===== config.mk =====
export PLATFORM = sky130hd
export DESIGN_NAME = wb_mem_tester
export DESIGN_NICKNAME = d
export VERILOG_FILES = /design/src/rtl/wb_mem_tester_pkg.sv /design/src/rtl/wb_mem_tester_lfsr_prng.sv /design/src/rtl/wb_mem_tester.sv
export SDC_FILE = /design/constraint.sdc
export NUM_CORES = 1
export LEC_CHECK = 0
export CORE_MARGIN = 2
export CORE_UTILIZATION = 30
export DETAILED_ROUTE_END_ITERATION = 10
export SYNTH_ARGS = -nofsm -noshare
export SYNTH_HDL_FRONTEND = slang
export SYNTH_SLANG_ARGS = --single-unit

===== constraint.sdc =====
create_clock -name clk -period 7.35 [get_ports clk]
set_input_delay 0.735 -clock clk [delete_from_list [all_inputs] [get_ports clk]]
set_output_delay 0.735 -clock clk [all_outputs]
set_load 0.02 [all_outputs]

===== src/rtl/wb_mem_tester_pkg.sv =====
// Shared types and constants for the Wishbone memory tester.
package wb_mem_tester_pkg;

    // Run sequencer states
    typedef enum logic [2:0] {
        ST_IDLE   = 3'd0,
        ST_WRITE  = 3'd1,
        ST_WDRAIN = 3'd2,
        ST_READ   = 3'd3,
        ST_RDRAIN = 3'd4,
        ST_DONE   = 3'd5
    } state_t;

    // x^32 + x^22 + x^2 + x + 1, right-shifting Galois form
    localparam logic [31:0] LFSR_POLY = 32'h8020_0003;

    // One step of the pattern LFSR
    function automatic logic [31:0] lfsr_next(input logic [31:0] v);
        return {1'b0, v[31:1]} ^ (v[0] ? LFSR_POLY : 32'h0);
    endfunction

endpackage


===== src/rtl/wb_mem_tester_lfsr_prng.sv =====
// 32-bit pattern LFSR: load has priority over step; exposes the low OUT_W bits.
module lfsr_prng
    import wb_mem_tester_pkg::*;
#(
    parameter int OUT_W = 32
) (
    input  logic             clk,
    input  logic             sresetn,
    input  logic             i_load,
    input  logic [31:0]      i_seed,
    input  logic             i_step,
    output logic [OUT_W-1:0] o_value
);

    logic [31:0] r_value;

    // LFSR state register: reload with seed or advance one step
    always_ff @(posedge clk or negedge sresetn) begin
        if (!sresetn) begin
            r_value <= '0;
        end else if (i_load) begin
            r_value <= i_seed;
        end else if (i_step) begin
            r_value <= lfsr_next(r_value);
        end
    end

    assign o_value = r_value[OUT_W-1:0];

endmodule


===== src/rtl/wb_mem_tester.sv =====
// Pipelined Wishbone B4 master: writes an LFSR pattern over an address window,
// reads it back, counts mismatches, aborts on a stuck slave via a watchdog.
module wb_mem_tester
    import wb_mem_tester_pkg::*;
#(
    parameter int          ADDR_BITS       = 23,
    parameter int          DATA_BYTES      = 2,
    parameter int          BASE_ADDR       = 0,
    parameter int          LENGTH          = 1024,
    parameter int          MAX_OUTSTANDING = 4,
    parameter logic [31:0] LFSR_SEED       = 32'hACE1,
    parameter int          TIMEOUT         = 1024
) (
    input  logic                    clk,
    input  logic                    sresetn,
    input  logic                    start,
    output logic                    busy,
    output logic                    done,
    output logic                    pass,
    output logic                    timeout,
    output logic [ADDR_BITS:0]      err_count,
    output logic [ADDR_BITS-1:0]    first_err_addr,
    output logic [ADDR_BITS-1:0]    m_wb_addr,
    output logic [DATA_BYTES*8-1:0] m_wb_dat_m2s,
    input  logic [DATA_BYTES*8-1:0] m_wb_dat_s2m,
    output logic                    m_wb_we,
    output logic [DATA_BYTES-1:0]   m_wb_sel,
    output logic                    m_wb_stb,
    output logic                    m_wb_cyc,
    input  logic                    m_wb_ack,
    input  logic                    m_wb_stall
);

    localparam int DW  = DATA_BYTES * 8;
    localparam int LW  = ADDR_BITS + 1;                   // holds LENGTH up to 2**ADDR_BITS
    localparam int CW  = $clog2(MAX_OUTSTANDING + 1);
    localparam int WDW = $clog2(TIMEOUT + 1);

    localparam logic [ADDR_BITS-1:0] BASE   = ADDR_BITS'(BASE_ADDR);
    localparam logic [LW-1:0]        LEN    = LW'(LENGTH);
    localparam logic [CW-1:0]        MAXO   = CW'(MAX_OUTSTANDING);
    localparam logic [WDW-1:0]       WD_TOP = WDW'(TIMEOUT - 1);

    state_t                 r_state, w_next;
    logic [ADDR_BITS-1:0]   r_addr;       // request-side address
    logic [ADDR_BITS-1:0]   r_ack_addr;   // address of the read the next ack belongs to
    logic [LW-1:0]          r_issued;     // requests accepted in this phase
    logic [CW-1:0]          r_count;      // accepted but not yet acked
    logic [WDW-1:0]         r_wdog;
    logic [ADDR_BITS:0]     r_err;
    logic [ADDR_BITS-1:0]   r_first;
    logic                   r_timeout;

    logic                   w_active, w_issuing, w_stb, w_acc, w_ack;
    logic                   w_start, w_wdog_hit, w_phase_load, w_chk_ack, w_mismatch;
    logic [DW-1:0]          w_gen, w_chk;

    // Decoded state and handshake qualifiers
    assign w_active     = (r_state == ST_WRITE) || (r_state == ST_WDRAIN) ||
                          (r_state == ST_READ)  || (r_state == ST_RDRAIN);
    assign w_issuing    = (r_state == ST_WRITE) || (r_state == ST_READ);
    assign w_stb        = w_issuing && (r_issued != LEN) && (r_count != MAXO);
    assign w_acc        = w_stb && !m_wb_stall;
    // An ack with nothing outstanding is a protocol error from the slave; drop it.
    assign w_ack        = m_wb_ack && w_active && (r_count != '0);
    assign w_start      = start && ((r_state == ST_IDLE) || (r_state == ST_DONE));
    assign w_wdog_hit   = w_active && (r_count != '0) && !m_wb_ack && (r_wdog == WD_TOP);
    // Both LFSRs restart from the seed at the top of each phase
    assign w_phase_load = w_start || ((r_state == ST_WDRAIN) && (r_count == '0));
    assign w_chk_ack    = w_ack && ((r_state == ST_READ) || (r_state == ST_RDRAIN));
    assign w_mismatch   = w_chk_ack && (m_wb_dat_s2m != w_chk);

    lfsr_prng #(.OUT_W(DW)) u_gen (
        .clk     (clk),
        .sresetn (sresetn),
        .i_load  (w_phase_load),
        .i_seed  (LFSR_SEED),
        .i_step  (w_acc && (r_state == ST_WRITE)),
        .o_value (w_gen)
    );

    lfsr_prng #(.OUT_W(DW)) u_chk (
        .clk     (clk),
        .sresetn (sresetn),
        .i_load  (w_phase_load),
        .i_seed  (LFSR_SEED),
        .i_step  (w_chk_ack),
        .o_value (w_chk)
    );

    // State register
    always_ff @(posedge clk or negedge sresetn) begin
        if (!sresetn) begin
            r_state <= ST_IDLE;
        end else begin
            r_state <= w_next;
        end
    end

    // Next-state logic; the watchdog overrides every other transition
    always_comb begin
        w_next = r_state;
        case (r_state)
            ST_IDLE, ST_DONE: if (start)              w_next = ST_WRITE;
            ST_WRITE:         if (r_issued == LEN)    w_next = ST_WDRAIN;
            ST_WDRAIN:        if (r_count == '0)      w_next = ST_READ;
            ST_READ:          if (r_issued == LEN)    w_next = ST_RDRAIN;
            ST_RDRAIN:        if (r_count == '0)      w_next = ST_DONE;
            default:                                  w_next = ST_IDLE;
        endcase
        if (w_wdog_hit) w_next = ST_DONE;
    end

    // Request side: address and issue counter restart per phase, advance on accept
    always_ff @(posedge clk or negedge sresetn) begin
        if (!sresetn) begin
            r_addr   <= '0;
            r_issued <= '0;
        end else if (w_phase_load) begin
            r_addr   <= BASE;
            r_issued <= '0;
        end else if (w_acc) begin
            r_addr   <= r_addr + 1'b1;
            r_issued <= r_issued + 1'b1;
        end
    end

    // Outstanding counter; anything in flight is forgotten on start or abort
    always_ff @(posedge clk or negedge sresetn) begin
        if (!sresetn) begin
            r_count <= '0;
        end else if (w_start || w_wdog_hit) begin
            r_count <= '0;
        end else begin
            case ({w_acc, w_ack})
                2'b10:   r_count <= r_count + 1'b1;
                2'b01:   r_count <= r_count - 1'b1;
                default: r_count <= r_count;
            endcase
        end
    end

    // Watchdog: cycles spent waiting on an ack, cleared whenever one arrives
    always_ff @(posedge clk or negedge sresetn) begin
        if (!sresetn) begin
            r_wdog <= '0;
        end else if (w_start || w_wdog_hit || !w_active || (r_count == '0) || m_wb_ack) begin
            r_wdog <= '0;
        end else begin
            r_wdog <= r_wdog + 1'b1;
        end
    end

    // Read checker: ack-side address, saturating error count, first failing address
    always_ff @(posedge clk or negedge sresetn) begin
        if (!sresetn) begin
            r_ack_addr <= '0;
            r_err      <= '0;
            r_first    <= '0;
            r_timeout  <= 1'b0;
        end else if (w_start) begin
            r_ack_addr <= BASE;
            r_err      <= '0;
            r_first    <= '0;
            r_timeout  <= 1'b0;
        end else begin
            if (w_wdog_hit) r_timeout <= 1'b1;
            if (w_phase_load) begin
                r_ack_addr <= BASE;
            end else if (w_chk_ack) begin
                r_ack_addr <= r_ack_addr + 1'b1;
            end
            if (w_mismatch) begin
                if (r_err == '0) r_first <= r_ack_addr;
                if (r_err != '1) r_err   <= r_err + 1'b1;
            end
        end
    end

    assign busy           = w_active;
    assign done           = (r_state == ST_DONE);
    assign pass           = (r_state == ST_DONE) && (r_err == '0) && !r_timeout;
    assign timeout        = r_timeout;
    assign err_count      = r_err;
    assign first_err_addr = r_first;

    // Address and data only move on accept, so they hold through stalls
    assign m_wb_addr      = r_addr;
    assign m_wb_dat_m2s   = (r_state == ST_WRITE) ? w_gen : '0;
    assign m_wb_we        = (r_state == ST_WRITE);
    assign m_wb_sel       = '1;
    assign m_wb_stb       = w_stb;
    assign m_wb_cyc       = w_active;

endmodule

==> results.md, run 1 <==
* Cell area after layout at 11600 um^2
* Number of fill cells in the layout at 3120
* Register area share after synthesis at 0.524
* GPL Wtd Cong at 0.791
* First-pass GRT wire length at 37300 um
* PostCTS Resize Cnt at 0
* H-tree levels at 4
* Area after DPL at 11000 um^2
* CTS max path bufs at 2
* Status: complete, no violations
* Core area at 31400 um^2
* Worst Path Buf+Inv at 1
* Clock share of power at 0.303
* Worst path required time at 6.61 ns
* Vias per cell at 4.91
* Number of synthesized flops with an enable pin at 0
* Pre-CTS WS at 3.29 ns
* Syn_area_per_cell at 9.28 um^2
* Initial Util at 0.303
* PnR worst setup slack at 3.69 ns
* Final setup fails at 0
* Antenna Nets Post-Route at 0
* CTS Buf Count at 17
* Leak at 4.96 nW
* FMAX at 0.273 GHz
* Max-Cap Viols at 0
* Initial DRC count at 500
* Worst Skew at 0.0156 ns
* Grt ovf at 0
* WL/cell at 14.3 um
* PD cells at 287 nW/um^2
* Final hold viol count at 0
* Remaining DRCs at 0
* YS warnings at 0
* Worst EP arrival at 2.93 ns
* Synth cell types at 52
* Clk slew on worst S/H paths at 0.08 ns
* DR vias at 7482
* Sum Neg Setup Slack at 0 ns
* Final Slew Violations at 0
* PortBufs at 113
* Final period util at 0.498
* RSZ-0062 raised after global routing: false
* FF+latch count, synth at 199
* Worst vdd ir at 0.212 mV
* Clk Latency, worst-skew pair at 0.43 ns
* Postcts setup bufs at 0
* Hold Path Class: in -> async
* Detailed placer's ending HPWL at 14100 um
* CTS tree: done
* Finished Layout Cells at 1525
* Vias in the first global route at 7228
* First-pass DRT Iterations at 7
* Final net count at 1140
* Largest net degree at the start of global routing at 78
* Chip height at 182 um
* Share of cells above drive strength 1 at 0.0463
* Reg power frac at 0.451
* Psw at 0.00110 W
* Slew headroom at 0.245
* Post-CTS Hold Buffers at 0
* CP endpoint kind: primary output
* Sw frac at 0.331
* Startpoint class of the critical path: flop
* Tmin final at 3.66 ns
* Logic pwr share at 0.246
* Initial antenna violation count at 0
* Top FF cell, synth: dfrtp_1
* Placed Cells at 1493
* CP max stage delay at 0.89 ns
* WL final at 21800 um
* Die ar. at 33100 um^2
* Ant diodes at 0
* Crit-path cells: nor3b_2, and2_1, clkdlybuf4s50_1
* CP top delay family: simple AND/OR/NAND/NOR gates
* Layout area overhead at 22.3%
* Mapped Cells at 1025
* Worst Max-Slew Pin Slew at 1.13 ns
* FFs w/ async S/R, synth at 1.00
* Chip width at 182 um
* Crit-path slowest cell: nor3b_2
* Critical path peak fanout at 19
* Root buf cell: clkbuf_16
* Synth Cell Area at 9510 um^2
* Clk sinks at 199
* Overall global routing resource usage at 0.137
* Number of cell rows at 65
* Crit Path Category: reg -> out
* Top Ports at 116
* Int Pwr at 0.00223 W
worst paths after layout:
| kind | cells past startpoint | start | endpoint | slack (ns) |
|---|---|---|---|---|
| max in group asynchronous | 2 | sresetn | err_count[20] | 5.61 |
| hold / removal | 1 | sresetn | m_wb_addr[17] | 0.30 |
| hold reg to reg | 2 | u_gen.r_value[31] | u_gen.r_value[30] | 0.47 |
| min in group clk | 2 | u_gen.r_value[31] | u_gen.r_value[30] | 0.47 |
| setup / recovery | 3 | r_state[0] | m_wb_dat_m2s[12] | 3.69 |
| setup reg to reg | 10 | r_state[0] | r_count[2] | 3.70 |
metal layers:
metal | GRT usage | up-vias | part of all wire
met5 | 0 | - | 0
met3 | 0.0265 | 10 | 0.037
met4 | 0.0300 | 0 | 0.0079
li1 | - | 3684 | -
met1 | 0.196 | 3655 | 0.49
met2 | 0.216 | 133 | 0.46
Yosys cell counts (12+ instances only):
| cell type | instances | area, um^2 |
|---|---|---|
| dfrtp_1 | 199 | 4980 |
| nand2_1 | 147 | 552 |
| nand3_1 | 104 | 521 |
| nor2_1 | 87 | 327 |
| xnor2_1 | 60 | 526 |
| o21ai_0 | 55 | 275 |
| a21oi_1 | 52 | 260 |
| inv_1 | 37 | 139 |
| clkbuf_1 | 33 | 124 |
| nand4_1 | 28 | 175 |
| or3_1 | 26 | 163 |
| and2_1 | 24 | 150 |
| xor2_1 | 24 | 210 |
| nor3_1 | 18 | 90.1 |
| and3_1 | 14 | 87.6 |
| buf_2 | 13 | 65.1 |
| nor4_1 | 12 | 75.1 |
sequential cells by signal, indices dropped and copies added (netlist names):
signal          flops
r_ack_addr         23
u_gen.r_value      32
r_wdog             11
u_chk.r_value      32
first_err_addr     23
timeout             1
r_count             3
r_issued           24
err_count          24
m_wb_addr          23
r_state             3
metrics by stage:
step	utilization	power [W]	hold slack, ns
global route	0.370	0.00355	0.349
detailed placement	0.350	0.00236	0.457
floorplan	-	0.00203	0.438
finish	0.370	0.00334	0.301
global placement	0.350	0.00234	0.452
CTS	0.370	0.00338	0.336
power groups by stage:
stage	Combinational (W)	Sequential [W]	Clock, W
after floorplan	0.000462	0.00156	0
after global placement	0.000816	0.00152	0
after detailed placement	0.000832	0.00153	0
after CTS	0.000836	0.00151	0.00104
after global routing	0.000922	0.00154	0.00109
final	0.000823	0.00151	0.00101
layout make-up:
cell class	count	area (um^2)	area share
clock buffers	17	425	0.0366
inverters	38	143	0.0123
well taps	402	503	0.0433
flip-flops and latches	199	4980	0.428
multi-input cells	734	4180	0.359
clock inverters	15	210	0.0181
repair buffers	120	1190	0.102
placed cells by master, fill, tap and decap left out, types with 3 or more instances in the layout:
cell type,synthesis,routed
clkbuf_16,0,17
nand4_1,28,28
clkdlybuf4s50_1,0,112
o21a_1,3,3
dfrtp_1,199,199
nor4_1,12,12
xor2_1,24,24
inv_1,37,37
o21ai_0,55,55
and4_1,10,10
nand3_1,104,104
a21oi_1,52,52
ha_1,8,8
o31ai_1,5,5
nor2_1,87,87
or4_1,5,5
or3_1,26,26
xnor2_1,60,60
a221o_1,6,6
buf_4,3,7
bufinv_16,0,3
and3_1,14,14
nor3_1,18,18
o211ai_1,6,6
inv_8,0,4
inv_6,0,3
and2_1,24,24
nand2_1,147,147
nor4b_1,3,3
worst reg2reg max path, delay by kind of cell (launching register included):
kind	cells	cell delay, ns
DFF	1	0.66
and+or+nand+nor	4	0.69
adders and majority gates	2	0.73
buffers and inverters	1	0.47
xor gates and xnor gates	2	0.25
AOI/OAI and AO/OA	1	0.68
logic make-up (layout without fill, tap and decap cells):
family / Yosys count / in the layout / synth area share
xor+xnor: 84 / 84 / 0.0774
simple gates: 496 / 496 / 0.257
buf+inv: 93 / 190 / 0.0404
flops: 199 / 199 / 0.524
compound gates: 141 / 141 / 0.0861
other cells: 1 / 2 / 0.000394
mux: 2 / 2 / 0.00211
fa+ha+maj: 9 / 9 / 0.0126
Note: power is estimated with default switching activity, not from simulation.
==> run 2: changes to the inputs <==
Clock period 7.35 ns to 3.8 ns, I/O delays scaled along.
==> run 2 against run 1 <==
Clock power grew 82%. Worst setup slack lost 2.9 ns. Count of clock-buffer cells in the layout is the same. Die area is the same. Critical path depth grew 4. Via count grew 0.39%. Final area grew 0.59%. Power grew 90%. Flip-flop and latch count is the same. Combinational power grew 94%. Largest power group unchanged. Highest routed layer unchanged.
==> results.md, run 2 (same netlist as run 1, synthesis figures left out) <==
* Status: complete, no violations
* Clk Latency, worst-skew pair at 0.45 ns (+0.02 ns)
* Hold Path Class: in -> async
* PortBufs at 113 (unchanged)
* Reg2reg setup slack at 0.92 ns (-2.78 ns)
* Core area at 31400 um^2 (unchanged)
* Clk sinks at 199 (unchanged)
* First-pass GRT wire length at 37400 um (+0.26%)
* Root buf cell: clkbuf_16
* Number of cell rows at 65 (unchanged)
* Logic pwr share at 0.252 (+0.006)
* Remaining DRCs at 0 (unchanged)
* CP max stage delay at 0.60 ns (-0.29 ns)
* Commonest non-fill, non-tap cell in the layout: dfrtp_1
* PD cells at 543 nW/um^2 (+89%)
* Final Slew Violations at 0 (unchanged)
* CP endpoint kind: primary output
* Worst path required time at 3.42 ns (-3.19 ns)
* Slew headroom at 0.329 (+0.0842)
* Worst EP arrival at 2.66 ns (-0.27 ns)
* Grt ovf at 0 (unchanged)
* Detailed placer's ending HPWL at 14500 um (+3.0%)
* Share of cells above drive strength 1 at 0.0564 (+0.0101)
* Startpoint class of the critical path: flop
* Crit Reg-Reg Startpoint: r_state[0]
* Worst r2r dst: r_count[2]
* Layout area overhead at 23.0%
* CTS tree: done
* Worst Max-Slew Pin Slew at 1.00 ns (-0.129 ns)
* R2r worst-path depth at 10 (unchanged)
* Initial antenna violation count at 0 (unchanged)
* Worst Skew at 0.0222 ns (+0.00661 ns)
* Crit-path slowest cell: clkdlybuf4s50_1
* DR vias at 7511 (+0.39%)
* Most frequent cells in the layout: dfrtp_1 (199), nand2_1 (147), clkdlybuf4s50_1 (112)
* Final hold viol count at 0 (unchanged)
* Top Ports at 116 (unchanged)
* Critical path peak fanout at 7 (-12)
* Psw at 0.00215 W (+95%)
* Vias per cell at 4.89 (-0.40%)
* Antenna Nets Post-Route at 0 (unchanged)
* Int Pwr at 0.00420 W (+88%)
* Chip width at 182 um (unchanged)
* Reg power frac at 0.459 (+0.008)
* Crit Path Category: reg -> out
* PostCTS Resize Cnt at 0 (unchanged)
* Leak at 5.00 nW (+0.81%)
* Overall global routing resource usage at 0.138 (+0.000691)
* Largest registers: u_chk.r_value (32), u_gen.r_value (32)
* Clock share of power at 0.289 (-0.014)
* Final core occ at 0.373 (+0.00219)
* Area after DPL at 11100 um^2 (+1.0%)
* Smallest hold slack at 0.0546 ns (-0.246 ns)
* WL/cell at 14.2 um (-0.69%)
* H-tree levels at 4 (unchanged)
* GPL Wtd Cong at 0.803 (+1.6%)
* CTS Buf Count at 17 (unchanged)
* Final setup fails at 0 (unchanged)
* FMAX at 0.329 GHz
* Chip height at 182 um (unchanged)
* Tmin final at 3.04 ns
* Post-CTS Hold Buffers at 0 (unchanged)
* Largest net degree at the start of global routing at 111 (+42%)
* Final net count at 1152 (+1.1%)
* Vias in the first global route at 7402 (+2.4%)
* Postcts setup bufs at 0 (unchanged)
* Cell area after layout at 11700 um^2 (+0.59%)
* WL final at 21900 um (about the same)
* Die ar. at 33100 um^2 (unchanged)
* Sw frac at 0.339 (+0.00808)
* Sum Neg Setup Slack at 0 ns (unchanged)
* Initial Util at 0.303 (unchanged)
* Clk slew on worst S/H paths at 0.08 ns (about the same)
* Max-Cap Viols at 0 (unchanged)
* Final period util at 0.800
* Pre-CTS WS at 0.776 ns (-2.51 ns)
* RSZ-0062 raised after global routing: false
* Worst vdd ir at 0.346 mV (+63%)
* First-pass DRT Iterations at 5 (-2)
* Crit-path cells: inv_1, ha_1, nor4b_1, nand4_1, nor2_1, and3b_1, clkdlybuf4s50_1
* Ant diodes at 0 (unchanged)
* CTS max path bufs at 2 (unchanged)
* Initial DRC count at 541 (+8.2%)
* PnR worst setup slack at 0.759 ns (-2.93 ns)
[run 2: worst max-delay path by stage]
stage            startpoint    endpoint  slack, ns  depth (start not counted)
2_1_floorplan    r_state[2]  r_count[2]       1.34                         11
3_3_place_gp     m_wb_stall  r_count[2]       0.84                         11
3_5_place_dp     m_wb_stall  r_count[2]       0.78                         11
4_1_cts        err_count[0]        pass       0.73                          7
5_1_grt         r_issued[0]    m_wb_stb       0.58                          7
6_report       err_count[0]        pass       0.76                          7
[run 2: layout make-up]
cell class / count / area [um^2]
Clock buffer: 17 / 425
Clock inverter: 15 / 164
Fill cell: 3158 / 19700
Inverter: 38 / 143
Multi-Input combinational cell: 734 / 4180
Sequential cell: 199 / 4980
Tap cell: 402 / 503
Timing Repair Buffer: 132 / 1300
[run 2: power groups by stage]
stage / Combinational (W) / Sequential (W) / Clock (W)
after global placement: 0.00159 / 0.00294 / 0
after global routing: 0.00182 / 0.00298 / 0.00199
after detailed placement: 0.00163 / 0.00295 / 0
after floorplan: 0.000894 / 0.00302 / 0
final: 0.00160 / 0.00291 / 0.00184
after CTS: 0.00163 / 0.00291 / 0.00189
[run 2: per-stage QoR]
| stage | instances | total power, W |
|---|---|---|
| after floorplan | 1026 | 0.00392 |
| after global placement | 1505 | 0.00453 |
| after detailed placement | 1505 | 0.00458 |
| after CTS | 1537 | 0.00643 |
| after global routing | 1537 | 0.00679 |
| final | 1537 | 0.00635 |
[run 2: critical path: cells and delay by family, from the launching register on]
| family | cells | cell delay, ns |
|---|---|---|
| buf+inv | 2 | 0.68 |
| fa+ha+maj | 1 | 0.19 |
| flops | 1 | 0.45 |
| simple gates | 4 | 0.89 |
[run 2: layer usage]
| layer | share of wire | up-vias | track usage |
|---|---|---|---|
| li1 | - | 3701 | - |
| met2 | 0.46 | 145 | 0.224 |
| met4 | 0.0067 | 0 | 0.0271 |
| met3 | 0.044 | 9 | 0.0327 |
| met1 | 0.49 | 3656 | 0.188 |
| met5 | 0 | - | 0 |
